**src/rtl/psum_accumulator_pkg.sv**
```systemverilog
// Shared definitions for the partial-sum accumulator.
//   state_e       : controller states (idle, accumulating, requantizing)
//   PSUM_W        : width of incoming partial sums and bias
//   OFMAP_W       : width of the unsigned output activation
//   ACC_W_DEFAULT : default signed accumulator width
//   OFMAP_MAX     : largest representable output activation
//   sat_max/min   : signed saturation bounds for an accumulator of width w
package psum_accumulator_pkg;

  typedef enum logic [1:0] {
    StIdle,
    StAcc,
    StQuant
  } state_e;

  localparam int unsigned PSUM_W        = 20;
  localparam int unsigned OFMAP_W       = 8;
  localparam int unsigned ACC_W_DEFAULT = 24;
  localparam int unsigned OFMAP_MAX     = 255;

  function automatic longint sat_max(input int unsigned w);
    return (longint'(1) << (w - 1)) - longint'(1);
  endfunction

  function automatic longint sat_min(input int unsigned w);
    return -(longint'(1) << (w - 1));
  endfunction

endpackage

```
**src/rtl/ofmap_fifo.sv**
```systemverilog
// Show-ahead output FIFO with count-based full/empty.
//   clk, rst  : clock, asynchronous active-high reset
//   push_i    : write wdata_i (ignored when full)
//   wdata_i   : entry to enqueue
//   pop_i     : drop the head entry (ignored when empty)
//   rdata_o   : head entry, zero when empty
//   full_o    : registered count equals Depth
//   empty_o   : registered count is zero
module ofmap_fifo #(
  parameter int unsigned Depth = 4,
  parameter int unsigned Width = 8
) (
  input  logic             clk,
  input  logic             rst,
  input  logic             push_i,
  input  logic [Width-1:0] wdata_i,
  input  logic             pop_i,
  output logic [Width-1:0] rdata_o,
  output logic             full_o,
  output logic             empty_o
);

  localparam int unsigned PtrW = (Depth > 1) ? $clog2(Depth) : 1;
  localparam int unsigned CntW = $clog2(Depth + 1);

  logic [Width-1:0] mem_q [Depth];
  logic [PtrW-1:0]  wr_ptr_q, wr_ptr_d;
  logic [PtrW-1:0]  rd_ptr_q, rd_ptr_d;
  logic [CntW-1:0]  count_q, count_d;
  logic             do_push, do_pop;

  function automatic logic [PtrW-1:0] ptr_inc(input logic [PtrW-1:0] p);
    return (p == PtrW'(Depth - 1)) ? '0 : p + 1'b1;
  endfunction

  assign full_o  = (count_q == CntW'(Depth));
  assign empty_o = (count_q == '0);

  // Full is taken from the registered count, so a same-cycle pop never frees a slot for a push.
  assign do_push = push_i && !full_o;
  assign do_pop  = pop_i && !empty_o;

  assign rdata_o = empty_o ? '0 : mem_q[rd_ptr_q];

  always_comb begin
    wr_ptr_d = wr_ptr_q;
    rd_ptr_d = rd_ptr_q;
    count_d  = count_q;
    if (do_push) begin
      wr_ptr_d = ptr_inc(wr_ptr_q);
    end
    if (do_pop) begin
      rd_ptr_d = ptr_inc(rd_ptr_q);
    end
    if (do_push && !do_pop) begin
      count_d = count_q + 1'b1;
    end else if (do_pop && !do_push) begin
      count_d = count_q - 1'b1;
    end
  end

  always_ff @(posedge clk or posedge rst) begin
    if (rst) begin
      wr_ptr_q <= '0;
      rd_ptr_q <= '0;
      count_q  <= '0;
    end else begin
      wr_ptr_q <= wr_ptr_d;
      rd_ptr_q <= rd_ptr_d;
      count_q  <= count_d;
    end
  end

  // Storage needs no reset: reads are masked while the FIFO is empty.
  always_ff @(posedge clk) begin
    if (do_push) begin
      mem_q[wr_ptr_q] <= wdata_i;
    end
  end

endmodule

```
**src/rtl/psum_accumulator.sv**
```systemverilog
// Accumulates framed partial sums from a PE column tail into one output pixel, adds a bias
// on the opening beat, saturates to ACC_W bits, requantizes with a rounding right shift to
// an unsigned 8-bit activation and queues the result in a small output FIFO.
//   clk, rst     : clock, asynchronous active-high reset
//   psum_valid   : partial-sum beat offered
//   psum_ready   : beat accepted this cycle (low while requantizing)
//   psum_in      : signed partial sum
//   psum_first   : beat opens a new pixel (bias sampled with it)
//   psum_last    : beat closes the current pixel
//   bias         : signed bias
//   shift        : requantization right shift, held static while busy
//   ofmap_valid  : FIFO head valid
//   ofmap_ready  : consumer pops the head
//   ofmap_data   : unsigned activation at FIFO head
//   ovf_flag     : sticky, accumulator saturated
//   err_flag     : sticky, framing violation
module psum_accumulator
  import psum_accumulator_pkg::*;
#(
  parameter int unsigned ACC_W      = ACC_W_DEFAULT,
  parameter int unsigned FIFO_DEPTH = 4
) (
  input  logic               clk,
  input  logic               rst,
  input  logic               psum_valid,
  output logic               psum_ready,
  input  logic [PSUM_W-1:0]  psum_in,
  input  logic               psum_first,
  input  logic               psum_last,
  input  logic [PSUM_W-1:0]  bias,
  input  logic [3:0]         shift,
  output logic               ofmap_valid,
  input  logic               ofmap_ready,
  output logic [OFMAP_W-1:0] ofmap_data,
  output logic               ovf_flag,
  output logic               err_flag
);

  // One guard bit above the accumulator so sums and rounding never wrap before clamping.
  localparam int unsigned SumW = ACC_W + 1;
  localparam longint AccMaxL = sat_max(ACC_W);
  localparam longint AccMinL = sat_min(ACC_W);
  localparam logic signed [SumW-1:0] AccMax = AccMaxL[SumW-1:0];
  localparam logic signed [SumW-1:0] AccMin = AccMinL[SumW-1:0];
  localparam logic signed [SumW-1:0] QMax   = SumW'(OFMAP_MAX);

  state_e                  state_q, state_d;
  logic signed [ACC_W-1:0] acc_q, acc_d;
  logic                    ovf_q, ovf_d;
  logic                    err_q, err_d;

  logic                    beat_fire;
  logic                    fifo_push, fifo_full, fifo_empty;

  logic signed [SumW-1:0]  psum_ext, bias_ext, acc_ext;
  logic signed [SumW-1:0]  sum, sum_sat;
  logic                    sum_clamped;
  logic signed [SumW-1:0]  rnd, rounded, shifted;
  logic                    acc_nonpos;
  logic [OFMAP_W-1:0]      q;

  assign psum_ready = (state_q != StQuant);
  assign beat_fire  = psum_valid && psum_ready;

  assign psum_ext = SumW'($signed(psum_in));
  assign bias_ext = SumW'($signed(bias));
  assign acc_ext  = SumW'(acc_q);

  // A first beat always restarts from bias, whatever was accumulated before.
  assign sum = psum_first ? (psum_ext + bias_ext) : (acc_ext + psum_ext);

  always_comb begin
    sum_sat     = sum;
    sum_clamped = 1'b0;
    if (sum > AccMax) begin
      sum_sat     = AccMax;
      sum_clamped = 1'b1;
    end else if (sum < AccMin) begin
      sum_sat     = AccMin;
      sum_clamped = 1'b1;
    end
  end

  // Round half up: add 2^(shift-1) before the arithmetic shift.
  assign rnd        = (shift == 4'd0) ? '0 : (SumW'(1) << (shift - 4'd1));
  assign rounded    = acc_ext + rnd;
  assign shifted    = rounded >>> shift;
  assign acc_nonpos = acc_q[ACC_W-1] || (acc_q == '0);

  always_comb begin
    q = '0;
    if (acc_nonpos) begin
      q = '0;
    end else if (shifted > QMax) begin
      q = OFMAP_W'(OFMAP_MAX);
    end else begin
      q = shifted[OFMAP_W-1:0];
    end
  end

  always_comb begin
    state_d   = state_q;
    acc_d     = acc_q;
    ovf_d     = ovf_q;
    err_d     = err_q;
    fifo_push = 1'b0;

    case (state_q)
      StIdle, StAcc: begin
        if (beat_fire) begin
          if (!psum_first && (state_q == StIdle)) begin
            // Continuation beat with no open pixel: drop it.
            err_d = 1'b1;
          end else begin
            if (psum_first && (state_q == StAcc)) begin
              err_d = 1'b1;
            end
            acc_d   = sum_sat[ACC_W-1:0];
            ovf_d   = ovf_q || sum_clamped;
            state_d = psum_last ? StQuant : StAcc;
          end
        end
      end

      StQuant: begin
        // Retry every cycle until the FIFO has room; acc holds meanwhile.
        if (!fifo_full) begin
          fifo_push = 1'b1;
          state_d   = StIdle;
        end
      end

      default: begin
        state_d = StIdle;
      end
    endcase
  end

  always_ff @(posedge clk or posedge rst) begin
    if (rst) begin
      state_q <= StIdle;
      acc_q   <= '0;
      ovf_q   <= 1'b0;
      err_q   <= 1'b0;
    end else begin
      state_q <= state_d;
      acc_q   <= acc_d;
      ovf_q   <= ovf_d;
      err_q   <= err_d;
    end
  end

  assign ovf_flag    = ovf_q;
  assign err_flag    = err_q;
  assign ofmap_valid = !fifo_empty;

  ofmap_fifo #(
    .Depth(FIFO_DEPTH),
    .Width(OFMAP_W)
  ) u_ofmap_fifo (
    .clk    (clk),
    .rst    (rst),
    .push_i (fifo_push),
    .wdata_i(q),
    .pop_i  (ofmap_ready),
    .rdata_o(ofmap_data),
    .full_o (fifo_full),
    .empty_o(fifo_empty)
  );

endmodule
```
**config.mk**
```make
export PLATFORM = sky130hd
export DESIGN_NAME = psum_accumulator
export DESIGN_NICKNAME = d
export VERILOG_FILES = /design/src/rtl/psum_accumulator_pkg.sv /design/src/rtl/ofmap_fifo.sv /design/src/rtl/psum_accumulator.sv
export SDC_FILE = /design/constraint.sdc
export NUM_CORES = 1
export LEC_CHECK = 0
export CAP_MARGIN = 5
export CORE_MARGIN = 2
export CORE_UTILIZATION = 55
export CTS_CLUSTER_DIAMETER = 120
export CTS_CLUSTER_SIZE = 24
export DETAILED_ROUTE_END_ITERATION = 12
export GPL_TIMING_DRIVEN = 0
export PLACE_DENSITY = 0.79
export SYNTH_ARGS = -nofsm -noshare
export SYNTH_HDL_FRONTEND = slang
export SYNTH_HIERARCHICAL = 1
export SYNTH_SLANG_ARGS = --single-unit
```
**constraint.sdc**
```tcl
create_clock -name clk -period 4 [get_ports clk]
set_input_delay 1 -clock clk [delete_from_list [all_inputs] [get_ports clk]]
set_output_delay 1 -clock clk [all_outputs]
set_load 0.01 [all_outputs]
```
# Yosys cells after proc, flatten, opt, wreduce, memory -nomap -nowiden
# Memory sizes are Yosys's and may differ from the RTL's.
# Index checks and enable logic that the tools add are counted.
[totals] reg_bits=35 ramBits=32 memories=1 word_cells=79 output_inout_bits=12
[mem_list] name="u_ofmap_fifo.mem_q" words=4 width=8 rd=1 rd_ports_with_merged_regs=0 write_ports=1 line_no="ofmap_fifo.sv:26" rtl="logic [Width-1:0] mem_q [Depth];"
[classes] muxes=24 eq_ne=9 bitwise=1 n_reduce_logical=24 shift=2 addsub=8 order_cmp=3
[op_table] operator="2-to-1 mux 25 bit" count=2
[op_table] operator="2-to-1 mux 24 bit" count=2
[op_table] operator="adder 24 x 20 -> 25 bit" count=1
[op_table] operator="adder 24 x 25 -> 25 bit" count=1
[op_table] operator="greater-than comparator 25 x 24 -> 1 bit (second input constant)" count=1
[op_table] operator="greater-than comparator 25 x 9 -> 1 bit (second input constant)" count=1
[op_table] operator="< comparator 25 x 24 -> 1 bit (second input constant)" count=1
[op_table] operator="<< shifter 1 x 4 -> 25 bit (first input constant)" count=1
[op_table] operator=">>> shifter 25 x 4 -> 25 bit" count=1
[op_table] operator="zero test 24 bit" count=1
[op_table] operator="2-to-1 mux 8 bit" count=3
[op_table] operator="adder 20 x 20 -> 21 bit" count=1
[op_table] operator="2-to-1 mux 2 bit" count=6
[op_table] operator="AND reduction 3 bit" count=3
[op_table] operator="2-to-1 mux 1 bit" count=8
[op_table] operator="!= test 2 bit (second input constant)" count=4
[op_table] operator="logical AND 1 bit" count=7
[op_table] operator="== test 2 bit (second input constant)" count=3
[op_table] operator="2-to-1 mux 3 bit" count=2
[op_table] operator="zero test 1 bit" count=5
[op_table] operator="adder 2 x 1 -> 2 bit (second input constant)" count=2
[op_table] operator="zero test 4 bit" count=1
[op_table] operator="case mux 2 bit (2 select lines)" count=1
[op_table] operator="nonzero test 2 bit" count=2
[op_table] operator="other kinds (10)" count=11

# Depth between registers and ports, before layout
# Gate-level depths: netlist (run 1).
[depth] word_depth=8 ltp_mapped=17 ltp_nobuf=16

# Hierarchy
# Netlist (run 1), hierarchy kept.
[by_module_without_submodules] mod="psum_accumulator" seq_area_each_um2=700.7 cells_per_inst=802 n_inst=1 area_each_um2=5838.1
[by_module_without_submodules] mod="ofmap_fifo" seq_area_each_um2=1136.1 cells_per_inst=88 n_inst=1 area_each_um2=1681.6

# Least setup slack after synthesis (run 1)
# OpenSTA, ideal clock, no wires.
[synth_timing] kind="input -> register" startpoint="input port shift[2]" endpoint="memory u_ofmap_fifo.mem_q[0][0] (data pin)" t_arrival_ps=4720 setup_slack_ps=-1049 path_buffers=4 path_stages=17 setup_time_ps=329 cell_sequence="clkbuf_1 > clkbuf_1 > nand2_1 > nor2_1 > ha_1 > buf_6 > and3_1 > buf_6 > a221o_1 > a211o_1 > o211a_1 > xnor2_2 > a21oi_1 > a222oi_1 > nand2_2 > o41ai_4 > a41oi_1"
[synth_via] elab_chain_cells=8 word_cells_on_any_way=9
[synth_rtl] item="start: declaration" line_no="psum_accumulator.sv:31" rtl="input logic [3:0] shift,"
[synth_rtl] item="subtractor 4 x 1 -> 4 bit" line_no="psum_accumulator.sv:85" rtl="assign rnd = (shift == 4'd0) ? '0 : (SumW'(1) << (shift - 4'd1));"
[synth_rtl] item="<< shifter 1 x 4 -> 25 bit" line_no="psum_accumulator.sv:85"
[synth_rtl] item="2-to-1 mux 25 bit" line_no="psum_accumulator.sv:85"
[synth_rtl] item="adder 24 x 25 -> 25 bit" line_no="psum_accumulator.sv:86" rtl="assign rounded = acc_ext + rnd;"
[synth_rtl] item=">>> shifter 25 x 4 -> 25 bit *" line_no="psum_accumulator.sv:87" rtl="assign shifted = rounded >>> shift;"
[synth_rtl] item="greater-than comparator 25 x 9 -> 1 bit" line_no="psum_accumulator.sv:94" rtl="end else if (shifted > QMax) begin"
[synth_rtl] item="2-to-1 mux 8 bit *" line_no="psum_accumulator.sv:94"
[synth_rtl] item="2-to-1 mux 8 bit *" line_no="psum_accumulator.sv:92" rtl="if (acc_nonpos) begin"
[synth_rtl] item="net q[0]" line_no="psum_accumulator.sv:60" rtl="logic [OFMAP_W-1:0] q;"
[synth_rtl] item="end: declaration" line_no="ofmap_fifo.sv:26"
# Mark *: on every way through the listed nets, which the timed path passes. The rest lies on a longest branch.

# Worst setup path after layout (run 1)
[layout_timing] startpoint="input port shift[0]" endpoint="memory u_ofmap_fifo.mem_q[3][4] (data pin)"
# Same word-level chain as after synthesis.

==> results.md, run 1 <==
* Status: finished with violations
* Failing checks: negative setup slack
* Crit path cell chain: buf_2 -> inv_1 -> clkbuf_8 -> nand2_4 -> nor2_1 -> ha_2 -> o211a_1 -> o21ai_4 -> a2111oi_4 -> o21a_2 -> o211ai_1 -> o221ai_1 -> and3_1 -> nor2_1 -> o41ai_4 -> buf_6 -> a41oi_2
* Synth Area per Inst at roughly 8.4 µm²
* First-pass GRT wire length at around 37 mm
* H-tree depth at 3
* Final Cycle Share at 125%
* Gate power share at about 68%
* Vias in the first global route at about 7.4k
* Sw Share at 48.4%
* Syn Inst Count at 890
* Crit path DAT at ~5 ns
* Reg-to-Reg End: u_ofmap_fifo/mem_q[3][4]$_DFFE_PP_
* Detailed placement HPWL at roughly 16 mm
* PortBufs at 60
* Worst-Margin Slew at ~1.1 ns
* Most used flip-flop cell after synthesis: dfrtp_1
* Yosys reg bits at between 60 and 70
* Met2 wire len at approximately 11 mm
* R2R Setup Slk at -0.33 ns
* Wire length per cell at between 20 and 25 µm
* Top sig layer: met4
* Yosys cell types at just over 80
* Routed WL at 23.7 mm
* Post-layout net count at between 1k and 1.5k
* Die Footprint at around 15,000 µm²
* Syn-to-layout area delta at 27.4%
* PD cells at between 600 and 700 nW/µm²
* Hold Path End: state_q[0]$_DFFE_PP0P_
* Sequential fraction of the synthesis area at 24.4%
* CP max stage delay at approximately 0.48 ns
* Yosys warns at 6
* Kind of critical path: in2reg
* Largest area contributor in the netlist: edfxtp_1
* Multi-input gate area at between 5000 and 6000 µm²
* Reg power frac at about a fifth
* CORE AREA at approximately 13,000 µm²
* Worst path required time at 4.00 ns
* RSZ-0062 raised after global routing: true
* Synth top area share at 12.8%
* DR iter-0 viols at 832
* M1 WL at 9.32 mm
* Row cnt at 42
* Hold Path Stages at 1
* Layout cell share with drive strength beyond 1 at between 10% and 20%
* # DRC at 0
* CP Buf/Inv Count at 4
* Hold Fails Final Rpt at 0
* Period minus WS final at 4.99 ns
* CTS sink count at 67
* Synth area leaders: edfxtp_1 13%, dfrtp_1 12%, ha_1 11%
* I/O pin total at 62
* Placed Area at between 8000 and 9000 µm²
* Starting Density at a little under three fifths
* Worst-path clk slew at roughly 0.06 ns
* Num CTS Buffers at 9
* CP Max Fanout at 6
* Die height at 121 µm
* Endpoints failing setup at 42
* Met3 WL at roughly 2.0 mm
* GPL Wtd Cong at 1.01
* CP Capture Type: flip-flop
* Mapped cell area at between 7000 and 8000 µm²
* Antenna violations before repair at 0
* Top cell by count, worst path: nor2_1
* Max Clock Freq at roughly 200 MHz
* CTS tree: yes
* Post-layout util at about 70%
* Rel. slew slack at ~25%
* Total track usage at 32.4%
* Grt ovf at 0
* Worst Reg2Reg Path Length in Cells at 13
* Vias/cell at about 6.6
* DRT Pass-1 Iters at 9
* Crit path launch type: input pin
* Fin. max-slew vios at 0
* Delay-heaviest family, CP: compound AO/OA/AOI/OAI gates
* FF+latch area at 1840 µm²
* Internal power at around 0.0033 W
* Root buffer cell: clkbuf_16
* Post-synth EDFFs at 32
* Fill cells at 1,021
* Post-Route Skew at between 0.009 and 0.01 ns
* Clock Power Share at about an eighth
* Insertion delay of the later-clocked pin in the worst-skew pair at approximately 0.34 ns
* Net Count, Synth at about 1.0k
* Via count at 7,789
* Slowest cell on crit path: a2111oi_4
* Largest net degree at the start of global routing at 29
* Async S/R FF share, synth at 52.2%
* Leakage at roughly 3.9 nW
* Hold path startpoint: state_q[1]$_DFFE_PP0P_
* Final Cell Area at about 9600 µm²
* Chip Width at roughly 120 µm
* P_sw at 0.00312 W
* Reg-to-Reg Start: acc_q[1]$_DFFE_PP0P_
* Number of inserted diodes at 0
* Max-cap violation count at 0
* Fin worst setup slack at -0.992 ns
* Maximum vdd drop at roughly 310 µV
* CTS Buffer Depth at 2
* Antenna viol nets, final at 0
* Hold Path Class: reg2reg
## power by group through the flow
stage               clock network, W  logic [W]  registers (W)
finish                      0.000830    0.00440        0.00121
global route                0.000859    0.00473        0.00123
CTS                         0.000826    0.00410        0.00120
detailed placement                 0    0.00365        0.00121
global placement                   0    0.00358        0.00120
floorplan                          0    0.00281        0.00111
## state kept, by name (all words and copies together) (netlist names)
register / cells
ovf_flag: 1
u_ofmap_fifo/wr_ptr_q: 2
state_q: 2
err_flag: 1
u_ofmap_fifo/mem_q: 32
acc_q: 24
u_ofmap_fifo/rd_ptr_q: 2
u_ofmap_fifo/count_q: 3
## Yosys cell counts, types with 8 or more instances
master	instances
o21ai_0	46
clkbuf_1	25
nand2_1	63
o21ai_1	9
nand3_1	19
a21o_1	27
and2_1	8
o22ai_1	8
xnor2_1	39
mux4_2	10
xor2_1	17
nor2b_1	17
a211oi_1	15
a22oi_1	10
dfrtp_1	35
a21oi_1	75
nor3_1	29
edfxtp_1	32
o21a_1	12
mux2i_1	12
ha_1	66
inv_1	32
nor2_1	94
and3_1	9
a31oi_1	16
nand2b_1	8
o221ai_1	8
a41oi_1	10
nor4_1	8
## stage by stage
| stage | worst slack (ns) | TNS (ns) | cells | power [W] | hold slack [ns] |
|---|---|---|---|---|---|
| after global routing | -1.04 | -36.05 | 1180 | 0.00682 | 0.488 |
| final | -0.992 | -30.93 | 1180 | 0.00644 | 0.467 |
| after global placement | -1.99 | -85.50 | 1126 | 0.00477 | 0.443 |
| after floorplan | -0.626 | -19.81 | 890 | 0.00392 | 0.428 |
| after detailed placement | -2.02 | -88.49 | 1126 | 0.00485 | 0.456 |
| after CTS | -0.685 | -21.66 | 1176 | 0.00612 | 0.467 |
## cells in the final DEF (no fill, tap or decap), types with 7 or more instances in the layout
cell type        count
a22oi_1             10
mux2i_1             12
xnor2_1             36
clkdlybuf4s50_1     55
o221ai_1             8
or2_2                7
o22ai_1              8
nor2b_1             16
clkbuf_1            18
nand3_1             18
nand2_1             54
edfxtp_1            32
and2_1               8
a211oi_1            13
o21ai_1              9
buf_4               39
nor2_1              91
mux4_2              10
a21oi_2              9
nand2b_1             8
o21ai_0             42
and3_1               9
nor3_1              24
a21oi_1             67
dfrtp_1             35
xor2_1              16
ha_1                63
nor4_1               8
clkbuf_16           11
a41oi_4              7
inv_1               29
a31oi_1             15
o21a_1              11
a21o_1              27
## per-layer routing
layer	GRT usage [%]	vias to the layer above
met1	40.7	3619
met2	54.8	451
met4	15.8	0
li1	-	3598
met5	0	-
met3	4.28	121
## worst max-delay path by stage
stage                        start                                 end  slack, ns  cells after the start
after floorplan           shift[2]  u_ofmap_fifo/mem_q[0][0]$_DFFE_PP_      -0.63                     16
after global placement    shift[0]  u_ofmap_fifo/mem_q[1][5]$_DFFE_PP_      -1.99                     16
after detailed placement  shift[0]  u_ofmap_fifo/mem_q[1][5]$_DFFE_PP_      -2.02                     16
after CTS                 shift[1]  u_ofmap_fifo/mem_q[2][7]$_DFFE_PP_      -0.68                     20
after global routing      shift[1]  u_ofmap_fifo/mem_q[2][2]$_DFFE_PP_      -1.04                     20
final                     shift[0]  u_ofmap_fifo/mem_q[3][4]$_DFFE_PP_      -0.99                     17
## what timing repair did
item,4_1_cts,5_1_grt
endpoints found under the setup margin,57,57
pin swaps,22,15
gates resized for setup,101,23
buffers inserted,35,4
hold buffers,0,0
## cells by family (layout without fill, tap and decap cells)
family / Yosys count / after routing / share of synthesized area [%]
AO/OA/AOI/OAI: 307 / 307 / 28.0
XOR/XNOR: 57 / 57 / 6.74
adder cells (fa/ha/maj): 71 / 71 / 12.2
buffers and inverters: 69 / 183 / 3.89
flip-flops: 67 / 67 / 24.4
multiplexers: 33 / 33 / 6.44
other: 1 / 1 / 0.0499
AND/OR/NAND/NOR: 285 / 285 / 18.3
## final cells by class
| cell class | instances | area share (%) |
|---|---|---|
| inverters | 32 | 1.28 |
| repair buffers | 99 | 9.48 |
| well taps | 176 | 2.30 |
| clock inverters | 7 | 0.862 |
| multi-input cells | 754 | 61.7 |
| flip-flops and latches | 67 | 19.2 |
| plain buffers | 36 | 2.83 |
| clock buffers | 9 | 2.35 |
Note: power is estimated with default switching activity, not from simulation.
==> run 2: changes to the inputs <==
- REMOVE_ABC_BUFFERS: unset -> 1
- TNS_END_PERCENT: unset -> 5
==> results.md, run 2 (same netlist as run 1, synthesis figures left out) <==
* Largest net degree at the start of global routing at 36
* Met1 usage at 39.0%
* Via count at roughly 7.6k
* Worst-path clk slew at 0.05 ns
* Largest register by flop count: u_ofmap_fifo/mem_q
* Leakage at just under 4 nW
* Wire length per cell at just under 20 µm
* Final Cycle Share at 119%
* Starting Density at a little under three fifths
* Crit path DAT at ~4.8 ns
* Insertion delay of the later-clocked pin in the worst-skew pair at about 0.36 ns
* PortBufs at between 60 and 70
* Endpoints failing setup at 37
* CTS tree: yes
* Antenna violations before repair at 0
* Rel. slew slack at about 46%
* CP max stage delay at about 0.48 ns
* Routed WL at about 23 mm
* Largest registers: u_ofmap_fifo/mem_q: 32 flops, acc_q: 24 flops, u_ofmap_fifo/count_q: 3 flops
* Max FFs per register at 32
* Failing checks: negative setup slack
* Die height at ~120 µm
* Kind of critical path: in2reg
* DRT Pass-1 Iters at 5
* H-tree depth at 3
* Delay-heaviest family, CP: compound AO/OA/AOI/OAI gates
* Placed Area at between 8000 and 9000 µm²
* Met3 GRT Util at under 10%
* Cells after DPL at between 1k and 1.5k
* Fin. max-slew vios at 0
* Antenna viol nets, final at 0
* Worst-Margin Slew at ~0.8 ns
* DR iter-0 viols at between 700 and 800
* CORE AREA at ~13,000 µm²
* Max Clock Freq at roughly 210 MHz
* Detailed placement HPWL at 14.6 mm
* Root buffer cell: clkbuf_16
* Post-Layout Cell Count at between 1k and 1.5k
* Gr busiest metal: met2
* PD cells at roughly 670 nW/µm²
* Vias in the first global route at about 7.1k
* Fin worst setup slack at -0.757 ns
* CP Max Fanout at 8
* CTS sink count at 67
* CP Buf/Inv Count at 5
* Worst path required time at 4.05 ns
* Crit path cell chain: buf_16 -> clkinvlp_4 -> buf_6 -> nor2_4 -> nand2_4 -> fa_2 -> nor2b_4 -> o21ai_4 -> a2111oi_4 -> o21a_1 -> buf_4 -> o211ai_1 -> o221ai_2 -> and3_4 -> nor2_1 -> o41ai_4 -> buf_6 -> a41oi_4
* Status: finished with violations
* First-pass GRT wire length at around 36 mm
* Die Footprint at 14,600 µm²
* RSZ-0062 raised after global routing: true
* Slowest cell on crit path: a2111oi_4
* Layout cell share with drive strength beyond 1 at between 10% and 20%
* Period minus WS final at between 4 and 5 ns
* Total track usage at between 30% and 40%
* GPL Wtd Cong at approximately 0.96
* Number of inserted diodes at 0
* Vias/cell at between 6 and 7
* CP Capture Type: flip-flop
* Maximum vdd drop at ~430 µV
* Top cell by count, worst path: buf_6
* Max-cap violation count at 0
* Hold Fails Final Rpt at 0
* Post-Route Skew at 0.0155 ns
* Post-layout net count at between 1k and 1.5k
* # DRC at 0
* I/O pin total at between 60 and 70
* Syn-to-layout area delta at 28.3%
* Crit path launch type: input pin
* Grt met2 use at between 50% and 60%
* Chip Width at roughly 120 µm
* Hold-fix buffers, CTS at 0
* Grt ovf at 0
* Hold Path Class: reg2reg
* Commonest non-fill, non-tap cell in the layout: nor2_1
* Num CTS Buffers at 9
* Commonest cells after routing, fill and taps aside: 91 x nor2_1, 65 x a21oi_1, 60 x ha_1
* CTS Buffer Depth at 2
* Final Cell Area at between 9000 and 10,000 µm²
* Row cnt at 42
run 2: cell types whose count changed in the layout (fill, tap and decap cells not counted), moves of 3 or more:
cell,change
clkbuf_1,-18
buf_2,-4
clkinvlp_4,+4
nand2_4,+4
a21oi_4,+3
buf_4,-3
ha_1,-3
run 2: cell type report:
cell class	instances	area (µm²)
well taps	176	220
repair inverters	2	10.0
clock inverters	5	108
fillers	944	3650
multi-input cells	754	6050
repair buffers	104	1040
flip-flops and latches	67	1840
inverters	32	135
clock buffers	11	253
run 2: stage by stage:
step	hold WS [ns]	total power [W]	util, %	worst slack, ns	setup TNS, ns
after floorplan	0.428	0.00381	-	-1.13	-36.17
after global placement	0.441	0.00464	61.5	-3.76	-155.37
after detailed placement	0.456	0.00470	61.7	-3.84	-149.95
after CTS	0.472	0.00609	69.8	-0.597	-19.00
after global routing	0.487	0.00685	72.6	-0.843	-28.76
final	0.470	0.00645	72.6	-0.757	-23.48
run 2: worst paths after layout:
| path | end | depth (start not counted) | slack, ns | startpoint |
|---|---|---|---|---|
| worst min-delay path | ovf_flag$_DFFE_PP0P_ | 1 | 0.47 | ovf_flag$_DFFE_PP0P_ |
| max in group asynchronous | acc_q[13]$_DFFE_PP0P_ | 3 | 2.56 | rst |
| min in group asynchronous | u_ofmap_fifo/wr_ptr_q[1]$_DFFE_PP0P_ | 2 | 0.91 | rst |
| worst max-delay path | u_ofmap_fifo/mem_q[1][1]$_DFFE_PP_ | 18 | -0.76 | shift[1] |
| worst min register to register | ovf_flag$_DFFE_PP0P_ | 1 | 0.47 | ovf_flag$_DFFE_PP0P_ |
| worst max register to register | u_ofmap_fifo/mem_q[1][1]$_DFFE_PP_ | 15 | -0.10 | acc_q[0]$_DFFE_PP0P_ |
run 2: where the power goes:
part | internal [W] | total (W) | switching, W | leakage (nW)
Combinational | 0.00184 | 0.00415 | 0.00231 | 2.99
Sequential | 0.000946 | 0.00134 | 0.000390 | 0.687
Clock | 0.000646 | 0.000968 | 0.000322 | 0.176
run 2: worst reg2reg max path, delay by kind of cell (launching register included):
| kind | cells | cell delay [ns] |
|---|---|---|
| compound gates | 7 | 1.76 |
| fa+ha+maj | 2 | 0.65 |
| buf+inv | 3 | 0.42 |
| flops | 1 | 0.49 |
| simple gates | 3 | 0.50 |
run 2: timing repair:
action	in CTS	in global routing
pin swaps	27	23
setup endpoints to repair	57	56
cloned	3	0
hold endpoints to repair	0	0
buffers inserted	27	12
gates resized for setup	122	40
run 2: layer usage:
layer | share of wire, % | vias up
met4 | 3.7 | 0
met1 | 41 | 3586
met3 | 7.1 | 83
li1 | - | 3554
met2 | 48 | 379
met5 | 0 | -
==> run 3: changes to the inputs <==
- CORE_MARGIN: 2 -> 3
- SYNTH_HIERARCHICAL: 1 -> unset
==> results.md, run 3 <==
* Status: finished with violations
* Failing checks: negative setup slack
* Max-cap violation count at 0
* DR iter-0 viols at 964
* Final Cycle Share at 112%
* Commonest cells after routing, fill and taps aside: 97 x nor2_1, 82 x a21oi_1, 71 x nand2_1
* DRT Pass-1 Iters at 5
* Via count at ~8.2k
* Worst-Margin Slew at around 1.2 ns
* CTS Buffer Depth at 2
* Antenna violations before repair at 0
* Hold Path Stages at 1
* Most used flip-flop cell after synthesis: dfrtp_1
* CP Capture Type: flip-flop
* Syn-to-layout area delta at 28.2%
* Crit path launch type: input pin
* Period minus WS final at approximately 4.5 ns
* Fin worst setup slack at -0.462 ns
* R2R Setup Slk at about 0.060 ns
* Synth top area share at 12.4%
* Crit path DAT at between 4 and 5 ns
* Largest area contributor in the netlist: edfxtp_1
* Top-count cell post-synth: nor2_1
* Endpoints failing setup at 35
* Max Clock Freq at 224 MHz
* Post-synth EDFFs at 32
* WHS at approximately 0.47 ns
* Insertion delay of the later-clocked pin in the worst-skew pair at 0.35 ns
* PD cells at between 600 and 700 nW/µm²
* Fin. max-slew vios at 0
* Synth Area per Inst at 8.41 µm²
* RSZ-0062 raised after global routing: true
* Yosys cell types at 98
* CTS sink count at between 60 and 70
* Root buffer cell: clkbuf_16
* H-tree depth at 3
* Kind of critical path: in2reg
* Yosys reg bits at 67
* Syn Inst Count at slightly above 900
* Post-Route Skew at between 0.01 and 0.015 ns
* Chip Width at 125 µm
* Worst-path clk slew at around 0.060 ns
* Num CTS Buffers at 9
* Yosys warns at 0
* First-pass GRT wire length at between 30 and 40 mm
* Hold Fails Final Rpt at 0
* Layout cell share with drive strength beyond 1 at around a fifth
* Starting Density at between 50% and 60%
* GPL Wtd Cong at a little over 0.9
* Wire length per cell at between 20 and 25 µm
* # DRC at 0
* Total track usage at between 20 and 30%
* Synth top cells by count: 103 x nor2_1, 94 x a21oi_1, 78 x nand2_1
* Synth area leaders: edfxtp_1 12%, dfrtp_1 11%, ha_1 11%
* Rel. slew slack at around 18%
* Antenna viol nets, final at 0
* Largest register by flop count: u_ofmap_fifo.mem_q
* CP Max Fanout at 8
* CTS tree: yes
* Total Power at 0.00661 W
* Detailed placement HPWL at 15.2 mm
* Largest net degree at the start of global routing at 31
* Commonest non-fill, non-tap cell in the layout: nor2_1
* Routed WL at 25.0 mm
* Die Footprint at 15,600 µm²
* Worst Reg2Reg Path Length in Cells at 15
* Worst path required time at slightly above 4 ns
* Maximum vdd drop at 425 µV
* CORE AREA at between 10,000 and 15,000 µm²
* Grt ovf at 0
* Vias/cell at between 6 and 7
* Die height at 125 µm
* Hold Path Class: reg2reg
* Mapped cell area at around 7800 µm²
* I/O pin total at 62
* Leakage at between 3 and 4 nW
* Hold-fix buffers, CTS at 0
* Sequential fraction of the synthesis area at a little under a quarter
* Row cnt at 42
* PortBufs at 61
* Post-layout net count at 1,128
* Largest registers: u_ofmap_fifo.mem_q: 32 flops, acc_q: 24 flops, u_ofmap_fifo.count_q: 3 flops
* Max FFs per register at 32
* Async S/R FF share, synth at 52.2%
* Number of inserted diodes at 0
* Vias in the first global route at ~7.4k
-- run 3: cell types whose count changed after synthesis, sizes merged, moves of 12 or more --
cell	previous run	this run
nand3	19	33
and2	8	20
nand2	64	79
xnor2	40	28
a21oi	76	97
o211ai	6	19
-- run 3: path summary, 6_finish.rpt --
kind | endpoint | from
max | u_ofmap_fifo.mem_q[1][2]$_DFFE_PP_ | shift[1]
min | err_flag$_DFFE_PP0P_ | err_flag$_DFFE_PP0P_
max reg2reg | u_ofmap_fifo.mem_q[1][2]$_DFFE_PP_ | acc_q[0]$_DFFE_PP0P_
min reg2reg | err_flag$_DFFE_PP0P_ | err_flag$_DFFE_PP0P_
max in group asynchronous | acc_q[23]$_DFFE_PP0P_ | rst
min in group asynchronous | acc_q[3]$_DFFE_PP0P_ | rst
-- run 3: routing by layer --
metal / global-route usage, % / up-vias / wire length (µm)
met5: 0 / - / 0
met1: 38.8 / 3849 / 10000
li1: - / 3675 / -
met4: 13.2 / 0 / 1020
met2: 47.3 / 534 / 11700
met3: 5.23 / 95 / 2290
-- run 3: final cells by class --
| cell class | count | area [µm²] |
|---|---|---|
| timing repair buffer | 111 | 1170 |
| clock inverter | 7 | 146 |
| sequential | 67 | 1840 |
| inverter | 28 | 151 |
| clock buffer | 9 | 225 |
| multi-input combinational | 791 | 6200 |
| fill | 915 | 3550 |
| tap | 176 | 220 |
-- run 3: kinds of logic after synthesis --
kind of cell | count (synthesis) | share of synthesized area (%)
AND/OR/NAND/NOR | 329 | 20.9
AO/OA/AOI/OAI | 305 | 27.7
adder cells (fa/ha/maj) | 70 | 11.7
flip-flops | 67 | 23.7
buffers and inverters | 66 | 3.46
XOR/XNOR | 52 | 5.87
multiplexers | 33 | 6.62
other | 1 | 0.0483
-- run 3: stage by stage --
| stage | setup TNS, ns | std cells | utilization, % | worst slack, ns | instance area, µm² |
|---|---|---|---|---|---|
| floorplan | -24.46 | 885 | - | -0.669 | 7600 |
| global placement | -143.66 | 1122 | 62.4 | -3.29 | 8430 |
| detailed placement | -134.74 | 1123 | 62.7 | -3.43 | 8470 |
| CTS | -8.98 | 1168 | 70.6 | -0.298 | 9540 |
| global route | -17.81 | 1189 | 73.7 | -0.531 | 9950 |
| finish | -13.49 | 1189 | 73.7 | -0.462 | 9950 |
-- run 3: timing repair --
| item | 4_1_cts | 5_1_grt |
|---|---|---|
| gates resized for setup | 109 | 43 |
| endpoints found under the setup margin | 57 | 56 |
| pin swaps | 24 | 27 |
| buffers inserted | 25 | 22 |
| gates cloned | 4 | 0 |
-- run 3: worst max-delay path: stages --
cell and delay (ns):
buf_16 0.11, clkinv_8 0.05, nand2_8 0.05, buf_4 0.17, nor2_1 0.26, ha_4 0.27
o211ai_1 0.12, buf_4 0.18, a21oi_4 0.04, o211ai_1 0.38, a21oi_2 0.11, buf_4 0.16
buf_4 0.13, xor2_1 0.18, o22ai_2 0.23, a21oi_1 0.08, o32a_1 0.33, o311ai_4 0.30
buf_6 0.18, o211ai_1 0.17
-- run 3: report_power, final --
group          switching, W  leakage, nW  total, W  internal [W]
registers          0.000340        0.662   0.00126      0.000924
logic               0.00240         3.09   0.00431       0.00192
clock network      0.000350        0.181   0.00103      0.000680
